<file path="src/rtl/pcpi_aes_unit_if.sv">
// PCPI bus bundle between the picorv32 core (master) and the AES helper
// coprocessor (slave).
interface pcpi_aes_unit_if;
  logic        pcpi_valid;
  logic [31:0] pcpi_insn;
  logic [31:0] pcpi_rs1;
  logic [31:0] pcpi_rs2;
  logic        pcpi_wr;
  logic [31:0] pcpi_rd;
  logic        pcpi_wait;
  logic        pcpi_ready;

  modport master (
    output pcpi_valid, pcpi_insn, pcpi_rs1, pcpi_rs2,
    input  pcpi_wr, pcpi_rd, pcpi_wait, pcpi_ready
  );

  modport slave (
    input  pcpi_valid, pcpi_insn, pcpi_rs1, pcpi_rs2,
    output pcpi_wr, pcpi_rd, pcpi_wait, pcpi_ready
  );
endinterface

</file>
<file path="src/rtl/pcpi_aes_unit.sv">
// AES helper coprocessor on the picorv32 PCPI bus (custom-0, funct3 000).
// SUBWORD applies the S-box to the four rs1 bytes, one byte per cycle;
// MIXCOL runs MixColumns on the rs1 column in a single cycle.
// Build option: define AES_UNIT_INV_EN to add INVSUBWORD (funct7 0x04) and
// INVMIXCOL (funct7 0x05); without it those codes are not decoded.
module pcpi_aes_unit #(
  parameter logic [6:0] FUNCT7_SUBWORD = 7'h02,
  parameter logic [6:0] FUNCT7_MIXCOL  = 7'h03
) (
  input  logic           clk,
  input  logic           reset,
  pcpi_aes_unit_if.slave bus
);

  typedef enum logic [1:0] {IDLE, BUSY, DONE, HOLD} state_t;

  state_t      state, state_d;
  logic [31:0] op_q;
  logic [31:0] res_q;
  logic [1:0]  cnt;
  logic        is_mix, is_mix_d;
  logic        match, accept;
  logic [6:0]  f7;
  logic [7:0]  cur_byte, sub_byte;
  logic [31:0] mix_res;
  logic        unused_bits;
`ifdef AES_UNIT_INV_EN
  logic        is_inv, is_inv_d;
`endif

  function automatic logic [7:0] xtime(input logic [7:0] a);
    return {a[6:0], 1'b0} ^ (a[7] ? 8'h1b : 8'h00);
  endfunction

  function automatic logic [7:0] gf_mul(input logic [7:0] a, input logic [7:0] b);
    logic [7:0] p;
    logic [7:0] x;
    p = 8'h00;
    x = a;
    for (int i = 0; i < 8; i++) begin
      if (b[i]) p = p ^ x;
      x = xtime(x);
    end
    return p;
  endfunction

  // a^254 by square-and-multiply; zero maps to zero.
  function automatic logic [7:0] gf_inv(input logic [7:0] a);
    logic [7:0] r;
    logic [7:0] x;
    r = 8'h01;
    x = a;
    for (int i = 0; i < 7; i++) begin
      x = gf_mul(x, x);
      r = gf_mul(r, x);
    end
    return r;
  endfunction

  function automatic logic [7:0] sbox(input logic [7:0] a);
    logic [7:0] b;
    b = gf_inv(a);
    return b ^ {b[6:0], b[7]} ^ {b[5:0], b[7:6]} ^ {b[4:0], b[7:5]}
             ^ {b[3:0], b[7:4]} ^ 8'h63;
  endfunction

  function automatic logic [31:0] mix_col(input logic [31:0] c);
    logic [7:0] a0, a1, a2, a3;
    a0 = c[7:0];  a1 = c[15:8];  a2 = c[23:16];  a3 = c[31:24];
    return {xtime(a0) ^ a0 ^ a1 ^ a2 ^ xtime(a3),
            a0 ^ a1 ^ xtime(a2) ^ xtime(a3) ^ a3,
            a0 ^ xtime(a1) ^ xtime(a2) ^ a2 ^ a3,
            xtime(a0) ^ xtime(a1) ^ a1 ^ a2 ^ a3};
  endfunction

`ifdef AES_UNIT_INV_EN
  function automatic logic [7:0] inv_sbox(input logic [7:0] s);
    logic [7:0] b;
    b = {s[6:0], s[7]} ^ {s[4:0], s[7:5]} ^ {s[1:0], s[7:2]} ^ 8'h05;
    return gf_inv(b);
  endfunction

  function automatic logic [31:0] inv_mix_col(input logic [31:0] c);
    logic [7:0] a0, a1, a2, a3;
    a0 = c[7:0];  a1 = c[15:8];  a2 = c[23:16];  a3 = c[31:24];
    return {gf_mul(a0, 8'h0b) ^ gf_mul(a1, 8'h0d) ^ gf_mul(a2, 8'h09) ^ gf_mul(a3, 8'h0e),
            gf_mul(a0, 8'h0d) ^ gf_mul(a1, 8'h09) ^ gf_mul(a2, 8'h0e) ^ gf_mul(a3, 8'h0b),
            gf_mul(a0, 8'h09) ^ gf_mul(a1, 8'h0e) ^ gf_mul(a2, 8'h0b) ^ gf_mul(a3, 8'h0d),
            gf_mul(a0, 8'h0e) ^ gf_mul(a1, 8'h0b) ^ gf_mul(a2, 8'h0d) ^ gf_mul(a3, 8'h09)};
  endfunction
`endif

  // rs2 and the register-number fields play no part in these instructions.
  assign unused_bits = ^{bus.pcpi_rs2, bus.pcpi_insn[24:15], bus.pcpi_insn[11:7]};

  assign f7       = bus.pcpi_insn[31:25];
  assign cur_byte = op_q[{cnt, 3'b000} +: 8];
`ifdef AES_UNIT_INV_EN
  assign sub_byte = is_inv ? inv_sbox(cur_byte) : sbox(cur_byte);
  assign mix_res  = is_inv ? inv_mix_col(op_q) : mix_col(op_q);
`else
  assign sub_byte = sbox(cur_byte);
  assign mix_res  = mix_col(op_q);
`endif

  // Instruction decode: custom-0 opcode, funct3 000, one of our funct7 codes.
  always_comb begin
    match    = 1'b0;
    is_mix_d = 1'b0;
`ifdef AES_UNIT_INV_EN
    is_inv_d = 1'b0;
`endif
    if (bus.pcpi_insn[6:0] == 7'b0001011 && bus.pcpi_insn[14:12] == 3'b000) begin
      if (f7 == FUNCT7_SUBWORD) begin
        match = 1'b1;
      end else if (f7 == FUNCT7_MIXCOL) begin
        match    = 1'b1;
        is_mix_d = 1'b1;
`ifdef AES_UNIT_INV_EN
      end else if (f7 == 7'h04) begin
        match    = 1'b1;
        is_inv_d = 1'b1;
      end else if (f7 == 7'h05) begin
        match    = 1'b1;
        is_mix_d = 1'b1;
        is_inv_d = 1'b1;
`endif
      end
    end
  end

  assign accept = bus.pcpi_valid && match;

  // Next-state logic; DONE and HOLD never look at pcpi_valid.
  always_comb begin
    state_d = state;
    case (state)
      IDLE:    if (accept) state_d = BUSY;
      BUSY:    if (is_mix || cnt == 2'd3) state_d = DONE;
      DONE:    state_d = HOLD;
      default: state_d = IDLE;
    endcase
  end

  // Control state and registered PCPI outputs.
  always_ff @(posedge clk) begin
    if (reset) begin
      state          <= IDLE;
      cnt            <= 2'd0;
      bus.pcpi_wr    <= 1'b0;
      bus.pcpi_rd    <= 32'd0;
      bus.pcpi_wait  <= 1'b0;
      bus.pcpi_ready <= 1'b0;
    end else begin
      state <= state_d;
      case (state)
        IDLE: begin
          if (accept) begin
            cnt           <= 2'd0;
            bus.pcpi_wait <= 1'b1;
          end
        end
        BUSY: begin
          if (is_mix) begin
            bus.pcpi_rd    <= mix_res;
            bus.pcpi_wr    <= 1'b1;
            bus.pcpi_ready <= 1'b1;
            bus.pcpi_wait  <= 1'b0;
          end else begin
            cnt <= cnt + 2'd1;
            if (cnt == 2'd3) begin
              bus.pcpi_rd    <= {sub_byte, res_q[23:0]};
              bus.pcpi_wr    <= 1'b1;
              bus.pcpi_ready <= 1'b1;
              bus.pcpi_wait  <= 1'b0;
            end
          end
        end
        DONE: begin
          bus.pcpi_wr    <= 1'b0;
          bus.pcpi_ready <= 1'b0;
        end
        default: ;
      endcase
    end
  end

  // Operand capture and byte-serial result accumulation.
  always_ff @(posedge clk) begin
    if (state == IDLE && accept) begin
      op_q   <= bus.pcpi_rs1;
      res_q  <= 32'd0;
      is_mix <= is_mix_d;
`ifdef AES_UNIT_INV_EN
      is_inv <= is_inv_d;
`endif
    end else if (state == BUSY && !is_mix) begin
      res_q[{cnt, 3'b000} +: 8] <= sub_byte;
    end
  end

endmodule

</file>
<file path="src/flat_wrapper.sv">
// flat-port wrapper written by rule: the top's interface ports become plain ports
module pcpi_aes_unit_flat 
#(
  parameter logic [6:0] FUNCT7_SUBWORD = 7'h02,
  parameter logic [6:0] FUNCT7_MIXCOL  = 7'h03
)
  (clk, reset, bus_pcpi_valid, bus_pcpi_insn, bus_pcpi_rs1, bus_pcpi_rs2, bus_pcpi_wr, bus_pcpi_rd, bus_pcpi_wait, bus_pcpi_ready);
  pcpi_aes_unit_if bus_i ();
  input  logic clk;
  input  logic reset;
  input wire logic [$bits(bus_i.pcpi_valid)-1:0] bus_pcpi_valid;
  input wire logic [$bits(bus_i.pcpi_insn)-1:0] bus_pcpi_insn;
  input wire logic [$bits(bus_i.pcpi_rs1)-1:0] bus_pcpi_rs1;
  input wire logic [$bits(bus_i.pcpi_rs2)-1:0] bus_pcpi_rs2;
  output wire logic [$bits(bus_i.pcpi_wr)-1:0] bus_pcpi_wr;
  output wire logic [$bits(bus_i.pcpi_rd)-1:0] bus_pcpi_rd;
  output wire logic [$bits(bus_i.pcpi_wait)-1:0] bus_pcpi_wait;
  output wire logic [$bits(bus_i.pcpi_ready)-1:0] bus_pcpi_ready;
  assign bus_i.pcpi_valid = bus_pcpi_valid;
  assign bus_i.pcpi_insn = bus_pcpi_insn;
  assign bus_i.pcpi_rs1 = bus_pcpi_rs1;
  assign bus_i.pcpi_rs2 = bus_pcpi_rs2;
  assign bus_pcpi_wr = bus_i.pcpi_wr;
  assign bus_pcpi_rd = bus_i.pcpi_rd;
  assign bus_pcpi_wait = bus_i.pcpi_wait;
  assign bus_pcpi_ready = bus_i.pcpi_ready;
  pcpi_aes_unit #(.FUNCT7_SUBWORD(FUNCT7_SUBWORD), .FUNCT7_MIXCOL(FUNCT7_MIXCOL)) u_core (.clk(clk), .reset(reset), .bus(bus_i));
endmodule
</file>
<file path="config.mk">
export PLATFORM = sky130hd
export DESIGN_NAME = pcpi_aes_unit_flat
export DESIGN_NICKNAME = d
export VERILOG_FILES = /design/src/rtl/pcpi_aes_unit_if.sv /design/src/rtl/pcpi_aes_unit.sv /design/src/flat_wrapper.sv
export SDC_FILE = /design/constraint.sdc
export NUM_CORES = 1
export LEC_CHECK = 0
export CORE_ASPECT_RATIO = 0.5
export CORE_MARGIN = 5
export CORE_UTILIZATION = 45
export DETAILED_ROUTE_END_ITERATION = 16
export GPL_ROUTABILITY_DRIVEN = 0
export PLACE_DENSITY_LB_ADDON = 0.15
export SLEW_MARGIN = 20
export SYNTH_ARGS = -nofsm -noshare
export SYNTH_HDL_FRONTEND = slang
export SYNTH_SLANG_ARGS = --single-unit
</file>
<file path="constraint.sdc">
create_clock -name clk -period 49.4 [get_ports clk]
set_input_delay 7.41 -clock clk [delete_from_list [all_inputs] [get_ports clk]]
set_output_delay 7.41 -clock clk [all_outputs]
set_load 0.05 [all_outputs]
</file>
==> qor.csv <==
metric;value;unit
ctsResizeCount;0;
grt_usage;21.89;%
die_h;158.8;um
routedWlPerCell;18.20;um
htreeDepth;3;
cp_slowest_cell;dfxtp_1;
post_cts_buffers;0;
port_buffers;86;
cts_tree;built;
grt_pass1_wl;90.00;mm
critPathMaxFanout;31;
worst_pin_slew;1092;ps
core_area;0.04365;mm^2
cts_sinks;95;
maxSlewHeadroom;26.86;%
endpoint_kind;flip-flop;
final_cell_mix;438 x xnor2_1, 358 x nor2_1, 202 x nand2_1;
antenna_cells;0;
grt.overflow.total;0;
clkLatencyLatePin;350;ps
final_common_cell;xnor2_1;
cp-start-kind;flip-flop;
post-route-util;50.05;%
path_clk_slew;70;ps
timing.final.crit_share;39.54;%
rows;54;
reg2reg_slack;29870;ps
synth_edf_count;33;
viasPerCell;5.637;
pre_cts_ws;30010;ps
hold_buffers;0;
start_util;45.65;%
async_flop_share;0;%
cpPeakStageDelay;900;ps
first_pass_iters;8;
critPathTopFamily;XOR/XNOR gates;
ys_seq_elements;95;
syn2layout_area_growth;9.639;%
synth_area;0.01993;mm^2
syn_nets;2577;
finClkSkew;10.12;ps
hp-class;flip-flop to flip-flop;
die_width;307.6;um
routed_wl;55.67;mm
worstPathRequired;49650;ps
timing.final.ws_setup;29870;ps
cp_common_cell;xnor2_1;
fillers;4300;
drv_slew;0;
critPathKind;flip-flop to flip-flop;
fin_nets;2580;
ant_nets;0;
dr_total_vias;17237;
seq_area;0.002232;mm^2
ys.flop_type;dfxtp_1;
fin_crit;19530;ps
yosys.cell_types.count;108;
drive_gt1_share;9.555;%
dp_hpwl;40.14;mm
clockBufferDepth;2;
antenna_found_initial;0;
status;finished clean;
drv_cap;0;
grt_pass1_vias;16076;
route.detailed.drc;0;
dieArea;0.04884;mm^2
finalHoldViolCount;0;
rsz0062_at_grt;no;
crit_buf_inv;3;
synth_cells;2462;
drt_iter0_markers;1488;
fin_tns_setup;0;ps
synth-seq-area-share;11.20;%
cts_root_buf;clkbuf_16;
final-setup-viol-count;0;
fmax;51.19;MHz
synth_area_per_cell;8.093;um^2
grt_max_degree;65;
yosys_warnings;0;
cp.arrival;19780;ps
io_pins;134;
multi_input_area;0.01705;mm^2
cts_buffers;9;
[cell families after synthesis]
logic type / count (synthesis) / share of synthesized area [%]
AO/OA/AOI/OAI: 493 / 17.09
XOR/XNOR: 757 / 42.72
adder cells (fa/ha/maj): 16 / 1.005
buffers and inverters: 195 / 4.257
flip-flops: 95 / 11.20
multiplexers: 103 / 5.903
AND/OR/NAND/NOR: 803 / 17.83
[registers in the layout (all words and copies together) (netlist names)]
| register | cells |
|---|---|
| u_core.op_q | 32 |
| u_core.cnt | 2 |
| u_core.res_q | 24 |
| u_core.is_mix | 1 |
| u_core.bus.pcpi_wr | 1 |
| u_core.bus.pcpi_wait | 1 |
| u_core.state | 2 |
| u_core.bus.pcpi_rd | 32 |
[per-layer routing]
metal	global-route usage [%]	wire, um	vias up
met2	34.84	24890	464
met4	3.530	819	0
met3	1.664	2721	53
met5	0	0	-
li1	-	-	8561
met1	33.03	27240	8159
[path summary, 6_finish.rpt]
path,from,end,depth (start not counted)
worst min-delay path,u_core.res_q[3],u_core.res_q[3],1
worst min register to register,u_core.res_q[3],u_core.res_q[3],1
worst max register to register,u_core.cnt[0],u_core.bus.pcpi_rd[25],54
worst max-delay path,u_core.cnt[0],u_core.bus.pcpi_rd[25],54
[through the flow]
stage               cell area, um^2  hold WS, ps  cells
floorplan                     19930        441.5   2462
global route                  21850        488.7   3058
detailed placement            21490        455.4   3042
CTS                           21820        477.1   3058
global placement              21480        455.3   3042
finish                        21850        480.6   3058
[cell usage after synthesis (25+ instances only)]
cell type / number / area, um^2
mux2i_1: 83 / 830.8
nor3_1: 59 / 295.3
buf_2: 33 / 165.2
dfxtp_1: 62 / 1241
xnor2_1: 461 / 4038
a21oi_1: 121 / 605.6
xor2_1: 150 / 1314
a211oi_1: 40 / 300.3
nand2_1: 202 / 758.2
inv_1: 30 / 112.6
o21ai_0: 73 / 365.4
xnor3_1: 69 / 1554
nand3_1: 43 / 215.2
a22o_1: 25 / 219.0
nand2b_1: 27 / 168.9
xnor2_2: 34 / 553.0
edfxtp_1: 33 / 991.0
clkbuf_1: 101 / 379.1
o22ai_1: 27 / 168.9
nor2_1: 358 / 1344
[cell type report]
type | count | area share (%)
Timing Repair Buffer | 153 | 6.243
Inverter | 34 | 0.5842
Clock inverter | 5 | 0.3207
Multi-Input combinational cell | 2172 | 78.06
Clock buffer | 11 | 1.208
Sequential cell | 95 | 10.22
Tap cell | 588 | 3.368
Power is not shown: default switching activity piles up to over one toggle a cycle in this logic, so the estimate is an artifact.
